==> src/rtl/oc8051_memguard.sv <==
// oc8051_memguard
//   Shared-memory access controller placed after the dual-core arbiter.
//   It takes one arbitrated request at a time and runs it against a
//   single-port SRAM, adding WAIT_STATES extra cycles per access.
//   Unprivileged accesses that fall inside [PROT_LO, PROT_HI] are blocked:
//   the SRAM is never strobed, the requester gets an immediate ack, and the
//   violation is logged (address, PC, saturating count).
//
//   State table
//     IDLE   | waiting for stb; accepts and classifies a request
//     ACCESS | SRAM strobe held for WAIT_STATES+1 cycles
//     DONE   | one-cycle ack for a completed SRAM access
//     FAULT  | one-cycle ack + viol for a blocked access; log updated
//
// Ports
//   clk, rst              clock, asynchronous active-high reset
//   stb, wr, addr,        arbitrated request (stb only honoured in IDLE)
//   data_in, priv_lvl,
//   dpc_ot
//   ack, data_out         completion pulse and registered read data
//   mem_addr, mem_wdata,  SRAM interface
//   mem_rdata, mem_we,
//   mem_re
//   viol, viol_addr,      violation pulse and log
//   viol_pc, viol_cnt
module oc8051_memguard #(
  parameter int          WAIT_STATES = 2,
  parameter logic [15:0] PROT_LO     = 16'hF000,
  parameter logic [15:0] PROT_HI     = 16'hFFFF,
  parameter logic [7:0]  FAULT_DATA  = 8'hFF
) (
  input  logic        clk,
  input  logic        rst,
  input  logic        stb,
  input  logic        wr,
  input  logic [15:0] addr,
  input  logic [7:0]  data_in,
  input  logic        priv_lvl,
  input  logic [15:0] dpc_ot,
  output logic        ack,
  output logic [7:0]  data_out,
  output logic [15:0] mem_addr,
  output logic [7:0]  mem_wdata,
  input  logic [7:0]  mem_rdata,
  output logic        mem_we,
  output logic        mem_re,
  output logic        viol,
  output logic [15:0] viol_addr,
  output logic [15:0] viol_pc,
  output logic [7:0]  viol_cnt
);

  localparam logic [1:0] S_IDLE   = 2'd0;
  localparam logic [1:0] S_ACCESS = 2'd1;
  localparam logic [1:0] S_DONE   = 2'd2;
  localparam logic [1:0] S_FAULT  = 2'd3;

  localparam logic [3:0] LP_WS = 4'(WAIT_STATES);

  logic [1:0]  r_state;
  logic [3:0]  r_cnt;
  logic        r_wr;
  logic [15:0] r_addr;
  logic [15:0] r_pc;
  logic [7:0]  r_data_out;
  logic [15:0] r_mem_addr;
  logic [7:0]  r_mem_wdata;
  logic [15:0] r_viol_addr;
  logic [15:0] r_viol_pc;
  logic [7:0]  r_viol_cnt;

  logic w_blocked;

  assign w_blocked = !priv_lvl && (addr >= PROT_LO) && (addr <= PROT_HI);

  always_ff @(posedge clk or posedge rst) begin
    if (rst) begin
      r_state     <= S_IDLE;
      r_cnt       <= 4'd0;
      r_wr        <= 1'b0;
      r_addr      <= 16'd0;
      r_pc        <= 16'd0;
      r_data_out  <= 8'd0;
      r_mem_addr  <= 16'd0;
      r_mem_wdata <= 8'd0;
      r_viol_addr <= 16'd0;
      r_viol_pc   <= 16'd0;
      r_viol_cnt  <= 8'd0;
    end else begin
      case (r_state)
        S_IDLE: begin
          if (stb) begin
            r_wr   <= wr;
            r_addr <= addr;
            r_pc   <= dpc_ot;
            if (w_blocked) begin
              r_state <= S_FAULT;
              // Fault data is loaded here so it is already valid alongside the ack.
              if (!wr) r_data_out <= FAULT_DATA;
            end else begin
              r_state     <= S_ACCESS;
              r_cnt       <= LP_WS;
              r_mem_addr  <= addr;
              r_mem_wdata <= data_in;
            end
          end
        end
        S_ACCESS: begin
          if (r_cnt == 4'd0) begin
            if (!r_wr) r_data_out <= mem_rdata;
            r_state <= S_DONE;
          end else begin
            r_cnt <= r_cnt - 4'd1;
          end
        end
        S_DONE: r_state <= S_IDLE;
        S_FAULT: begin
          r_viol_addr <= r_addr;
          r_viol_pc   <= r_pc;
          if (r_viol_cnt != 8'hFF) r_viol_cnt <= r_viol_cnt + 8'd1;
          r_state <= S_IDLE;
        end
        default: r_state <= S_IDLE;
      endcase
    end
  end

  // Strobes, ack and viol decode straight from state so that an async reset
  // drops them in the same instant.
  assign mem_re    = (r_state == S_ACCESS) && !r_wr;
  assign mem_we    = (r_state == S_ACCESS) && r_wr;
  assign ack       = (r_state == S_DONE) || (r_state == S_FAULT);
  assign viol      = (r_state == S_FAULT);
  assign data_out  = r_data_out;
  assign mem_addr  = r_mem_addr;
  assign mem_wdata = r_mem_wdata;
  assign viol_addr = r_viol_addr;
  assign viol_pc   = r_viol_pc;
  assign viol_cnt  = r_viol_cnt;

endmodule

==> config.mk <==
export PLATFORM = sky130hd
export DESIGN_NAME = oc8051_memguard
export DESIGN_NICKNAME = d
export VERILOG_FILES = /design/src/rtl/oc8051_memguard.sv
export SDC_FILE = /design/constraint.sdc
export NUM_CORES = 1
export LEC_CHECK = 0
export CAP_MARGIN = 5
export CORE_ASPECT_RATIO = 1.4
export CORE_UTILIZATION = 47
export DETAILED_ROUTE_END_ITERATION = 16
export PLACE_DENSITY = 0.84
export SLEW_MARGIN = 20
export SYNTH_ARGS = -nofsm -noshare
export SYNTH_HDL_FRONTEND = slang
export SYNTH_SLANG_ARGS = --single-unit
==> constraint.sdc <==
create_clock -name clk -period 5.1 [get_ports clk]
set_input_delay 1.02 -clock clk [delete_from_list [all_inputs] [get_ports clk]]
set_output_delay 1.02 -clock clk [all_outputs]
set_load 0.03 [all_outputs]
==> results.yml, run 1 <==
outcome:
  status: "completed"
synth:
  synth_top_area_share_pct: 64.1
  yosys.area_share.xor_xnor_pct: 1.82
  synth_compound_area_share_pct: 3.03
  synth_top_area_cell: "dfrtp_1"
  synth_top_family_by_area: "multiplexers"
  avgSynthCellArea_um2: 13.0
  syn-instance-count: 333
  ys_warn_count: 0
  synth.distinct_cells: 31
  synth-simple-area-share_pct: 10.8
  syn_nets: 389
  ys_ff_latch: 111
  yosysSeqAreaShare_pct: 64.1
  netlist_top_cells_area: "dfrtp_1 64%, mux2_2 17%, nand2_1 6.7%"
  synth_fa_ha_area_share_pct: 0.866
  muxShareOfSynthArea_pct: 17.1
  netlist_area_mm2: 0.00434
cells_and_area:
  diodes: 0
  fin_nets: 516
  fillers: 680
  drive_above_1_share_pct: 19.4
  seqCellArea_mm2: 0.00278
  area.growth.synth_to_final_pct: 37.9
  multi_input_comb_area_mm2: 0.00147
timing:
  min_period_ns: 3.24
  worst_pin_slew_ns: 0.937
  hold_viol: 0
  max_slew_margin_pct: 37.6
  fin_setup_tns_ns: 0
  setup_violations: 0
  rsz0062_at_grt: "no"
  slew_violations: 0
  fin_skew_ns: 0.00806
  period_share_pct: 63.6
  max_freq_mhz: 308
critical_path:
  critPathKind: "reg -> out"
  worstPathRequired_ns: 4.08
  crit_path_start_kind: "register"
  endpoint_kind: "primary output"
  arrival_ns: 2.22
  cp_max_fo: 30
clock_tree:
  cts_setup_buffers: 0
  cts_root_buffer: "clkbuf_16"
  ctsHoldBuffers: 0
  cts.path.max_buffers: 2
  cts_made_buffers: 9
  clkLatencyLatePin_ns: 0.34
  cts_tree: "done"
  clk_pin_slew_ns: 0.07
  htree_levels: 3
  cts.sinks: 111
  ctsResizeCount: 0
global_route:
  grt_max_degree: 90
  antenna_found_initial: 0
  grt-ovfl-total: 0
  track_usage_pct: 20.1
  grt_pass1_wl_mm: 14.9
  grt_pass1_vias: 2979
floorplan:
  rows: 41
  die_h_um: 116
  die-area_mm2: 0.00962
  die_x_um: 83.2
  core-area_mm2: 0.00898
  start_util_pct: 48.3
  ioPinCount: 129
drt:
  drt_iter0_markers: 129
  drc_errors: 0
  post_drt_via_cell_ratio: 5.14
  drt_wl_total_mm: 9.14
  drt-pass1-iter-count: 4
  antenna_left: 0
  vias: 2938
  wire_per_inst_um: 16.0
placed_design:
  place.gp.congestion: 0.739
  hpwlAfterDp_mm: 6.37
  io_buffers: 128
run:
  drv_cap: 0
power:
  power_uw: 4170
  ir_worst_vdd_uv: 425
  p_per_area_mw_per_mm2: 697
  power_leakage_uw: 0.00264
hold_path:
  hold_class: "reg -> reg"
## critical path, cell delays in order (launching register included)
cell             delay (ns)
dfrtp_1                0.50
nand2_1                0.12
buf_4                  0.38
inv_1                  0.23
clkdlybuf4s50_1        0.64
## final timing paths
| check | start | to | slack [ns] | depth (start not counted) |
|---|---|---|---|---|
| max in group asynchronous | rst | r_addr[1]$_DFFE_PP0P_ | 3.08 | 3 |
| worst max register to register | r_state[1]$_DFFE_PP0P_ | r_cnt[1]$_DFFE_PP0P_ | 2.74 | 4 |
| worst min register to register | mem_addr[13]$_DFFE_PP0P_ | mem_addr[13]$_DFFE_PP0P_ | 0.48 | 2 |
| worst min-delay path | mem_addr[13]$_DFFE_PP0P_ | mem_addr[13]$_DFFE_PP0P_ | 0.48 | 2 |
| worst max-delay path | r_state[1]$_DFFE_PP0P_ | viol | 1.86 | 4 |
| min in group asynchronous | rst | viol_pc[4]$_DFFE_PP0P_ | 1.19 | 2 |
## cell type report
cell class	count	share of cell area [%]
sequential	111	46.4
multi-input combinational	201	24.6
timing repair buffer	131	21.8
clock buffer	11	3.89
tap	107	2.24
clock inverter	5	0.586
inverter	6	0.460
## metal layers
metal  GRT usage, %  share of wire, %  vias up
li1               -                 -     1369
met1           24.9                41     1478
met2           35.3                53       84
met3           4.70               4.5        7
met4           6.21               1.0        0
met5              0                 0        -
## through the flow
| stage | util, % | worst slack [ns] | instances | hold slack [ns] | instance area (µm²) |
|---|---|---|---|---|---|
| after detailed placement | 63.5 | 1.72 | 556 | 0.464 | 5700 |
| final | 66.6 | 1.86 | 572 | 0.476 | 5980 |
| after global placement | 63.5 | 1.77 | 556 | 0.458 | 5700 |
| after floorplan | - | 1.15 | 333 | 0.475 | 4340 |
| after CTS | 66.5 | 1.80 | 572 | 0.481 | 5970 |
| after global routing | 66.6 | 1.70 | 572 | 0.507 | 5980 |
## cells in the final DEF, fill, tap and decap left out, types with 2 or more instances in the layout
master / count
clkdlybuf4s50_1: 128
dfrtp_1: 111
nand2_1: 77
mux2_2: 66
clkbuf_16: 9
xor2_1: 8
nor2_1: 8
o22a_1: 8
nor3_1: 6
inv_1: 5
nand3_1: 5
o21ai_0: 3
ha_1: 3
buf_4: 3
nand4_1: 2
clkinv_4: 2
clkinv_2: 2
clkbuf_1: 2
## state kept, by name, summed over array words and instances (netlist names)
name / cells
mem_addr: 16
r_addr: 16
r_pc: 16
viol_addr: 16
viol_pc: 16
data_out: 8
mem_wdata: 8
viol_cnt: 8
r_cnt: 4
r_state: 2
r_wr: 1
## kinds of logic (layout without fill, tap and decap cells)
| family | Yosys count | count (layout) |
|---|---|---|
| adders and majority gates | 3 | 3 |
| AOI/OAI and AO/OA | 16 | 16 |
| and+or+nand+nor | 107 | 107 |
| muxes | 66 | 66 |
| xor gates and xnor gates | 9 | 9 |
| buffers and inverters | 21 | 153 |
| DFF | 111 | 111 |
## synth_stat cells
| master | n |
|---|---|
| o21ai_1 | 1 |
| o21a_1 | 1 |
| nand2_1 | 77 |
| ha_1 | 3 |
| nand4_1 | 2 |
| inv_1 | 6 |
| nor4_1 | 1 |
| dfrtp_1 | 111 |
| a21oi_1 | 1 |
| a211oi_4 | 1 |
| buf_2 | 8 |
| nand3_1 | 5 |
| xnor2_1 | 1 |
| buf_6 | 1 |
| nor3b_4 | 1 |
| nor4bb_1 | 1 |
| or3b_2 | 1 |
| o21ai_2 | 1 |
| nor2b_1 | 1 |
| clkbuf_1 | 5 |
| o22a_1 | 8 |
| mux2_2 | 66 |
| nor2_1 | 8 |
| or2b_1 | 1 |
| xor2_1 | 8 |
| and2_1 | 1 |
| buf_4 | 1 |
| o21ai_0 | 3 |
| or4_4 | 1 |
| nand2b_1 | 1 |
| nor3_1 | 6 |
## power by group
group | leakage, µW | internal [µW] | switching [µW] | total [µW]
clock | 0.000129 | 332 | 299 | 631
combinational | 0.00118 | 920 | 1060 | 1980
sequential | 0.00134 | 1310 | 250 | 1560
Note: power is estimated with default switching activity, not from simulation.
==> run 2, diff against run 1 <==
- clock period: 5.1 -> 3.2 ns (I/O delays scaled with it)
==> run 2 against run 1 <==
First-iteration DRC count increased by 41%; combinational power is 62% higher; flip-flop and latch count is the same; clock power increased by 63%; cell count rose by 0.35%; register-to-register slack lost 1.4 ns; clock-buffer cell count is 1 higher; largest cell class unchanged.
==> results.yml, run 2 (synthesis results as in run 1) <==
critical_path:
  ff2ff_path_depth: 6
  worstPathRequired_ns: 2.56
  timing.rr.end: "data_out[4]$_DFFE_PP0P_"
  crit_path_start_kind: "register"
  rr_startpoint: "r_cnt[0]$_DFFE_PP0P_"
  rrSetupSlack_ns: 1.30
  slowest_delay_ns: 0.73
  crit_path_start: "r_state[0]$_DFFE_PP0P_"
  critPathSlowestCell: "clkdlybuf4s50_1"
  cp_max_fo: 9
  crit_path_end: "mem_re"
  endpoint_kind: "primary output"
  arrival_ns: 2.01
  crit_chain: "inv_1 -> nor3_1 -> clkdlybuf4s50_1"
  critPathKind: "reg -> out"
power:
  p_switching_uw: 2560
  p_comb_share_pct: 47.8
  power_leakage_uw: 0.00267
  p_clk_share_pct: 15.4
  p_per_area_mw_per_mm2: 1110
  switching_share_pct: 38.2
  seqPwrFrac_pct: 36.9
  ir_worst_vdd_uv: 645
  internal_power_uw: 4130
cells_and_area:
  area.growth.synth_to_final_pct: 38.9
  diodes: 0
  fin_area_mm2: 0.00602
  fillers: 693
  fin_nets: 519
  multi_input_comb_area_mm2: 0.00146
  final_common_cell: "clkdlybuf4s50_1"
  drive_above_1_share_pct: 20.1
  layout_common_cells: "127 x clkdlybuf4s50_1, 111 x dfrtp_1, 77 x nand2_1"
  seqCellArea_mm2: 0.00278
drt:
  post_drt_via_cell_ratio: 5.10
  drt_wl_total_mm: 9.17
  antenna_left: 0
  drc_errors: 0
  drt_iter0_markers: 182
  vias: 2928
  drt-pass1-iter-count: 4
  wire_per_inst_um: 16.0
timing:
  max_slew_margin_pct: 61.3
  setup_violations: 0
  slew_violations: 0
  worst_pin_slew_ns: 0.580
  fin_skew_ns: 0.00646
  rsz0062_at_grt: "no"
  hold_viol: 0
  max_freq_mhz: 377
  fin_setup_tns_ns: 0
  period_share_pct: 82.9
  min_period_ns: 2.65
hold_path:
  min-delay-start: "mem_addr[8]$_DFFE_PP0P_"
  hold_class: "reg -> reg"
clock_tree:
  ctsResizeCount: 0
  cts_tree: "done"
  cts_setup_buffers: 0
  cts.sinks: 111
  clk_pin_slew_ns: 0.07
  cts.path.max_buffers: 2
  ctsHoldBuffers: 0
  htree_levels: 3
  clkLatencyLatePin_ns: 0.34
  cts_made_buffers: 9
  cts_root_buffer: "clkbuf_16"
floorplan:
  rows: 41
  die_x_um: 83.2
  core-area_mm2: 0.00898
  ioPinCount: 129
  start_util_pct: 48.3
  die_h_um: 116
  die-area_mm2: 0.00962
placed_design:
  place.gp.congestion: 0.712
  hpwlAfterDp_mm: 6.37
  io_buffers: 128
  placed_area_mm2: 0.00575
global_route:
  grt_pass1_vias: 3102
  track_usage_pct: 20.0
  grt_max_degree: 112
  grt_pass1_wl_mm: 14.8
  grt-ovfl-total: 0
  antenna_found_initial: 0
outcome:
  status: "completed"
run:
  drv_cap: 0
## run 2: cell count changes in the layout (fill, tap and decap cells not counted), sizes merged
cell	before	now
clkdlybuf4s50	128	127
clkbuf	11	12
buf	3	7
inv	6	5
clkinv	4	3
## run 2: per-stage QoR
step           setup slack, ns  hold slack [ns]  total power, µW  util, %  cells
2_1_floorplan             1.22            0.475             4440        -    333
3_3_place_gp             0.681            0.457             5600     64.0    559
3_5_place_dp             0.626            0.463             5720     64.0    559
4_1_cts                  0.515            0.479             6770     67.1    574
5_1_grt                  0.397            0.499             7080     67.1    574
6_report                 0.548            0.471             6690     67.1    574
## run 2: final cells by class
class,instances,share of cell area (%)
sequential,111,46.1
multi-input combinational,201,24.3
timing repair buffer,134,22.4
clock buffer,12,4.26
tap,107,2.22
inverter,6,0.436
clock inverter,3,0.312
## run 2: metal layers
layer,GRT usage (%),up-vias,share of wire [%]
li1,-,1376,-
met1,23.8,1432,41
met2,34.0,98,51
met3,3.70,22,4.7
met4,11.8,0,3.5
met5,0,-,0
## run 2: power by group through the flow
stage	clock network (µW)	logic (µW)	registers (µW)
floorplan	0	1210	3230
global placement	0	3150	2450
detailed placement	0	3220	2500
CTS	1060	3240	2470
global route	1110	3400	2570
finish	1030	3200	2470
## run 2: worst min-delay path by stage
stage / end / slack [ns] / cells after the start
2_1_floorplan: r_addr[14]$_DFFE_PP0P_ / 0.47 / 1
3_3_place_gp: mem_addr[8]$_DFFE_PP0P_ / 0.46 / 2
3_5_place_dp: mem_addr[8]$_DFFE_PP0P_ / 0.46 / 2
4_1_cts: mem_addr[7]$_DFFE_PP0P_ / 0.48 / 2
5_1_grt: mem_addr[9]$_DFFE_PP0P_ / 0.50 / 2
6_report: mem_addr[8]$_DFFE_PP0P_ / 0.47 / 2
## run 2: critical path, delay by kind of cell (launching register included)
| family | cells | cell delay, ns |
|---|---|---|
| and+or+nand+nor | 1 | 0.33 |
| buffers and inverters | 2 | 0.84 |
| DFF | 1 | 0.50 |
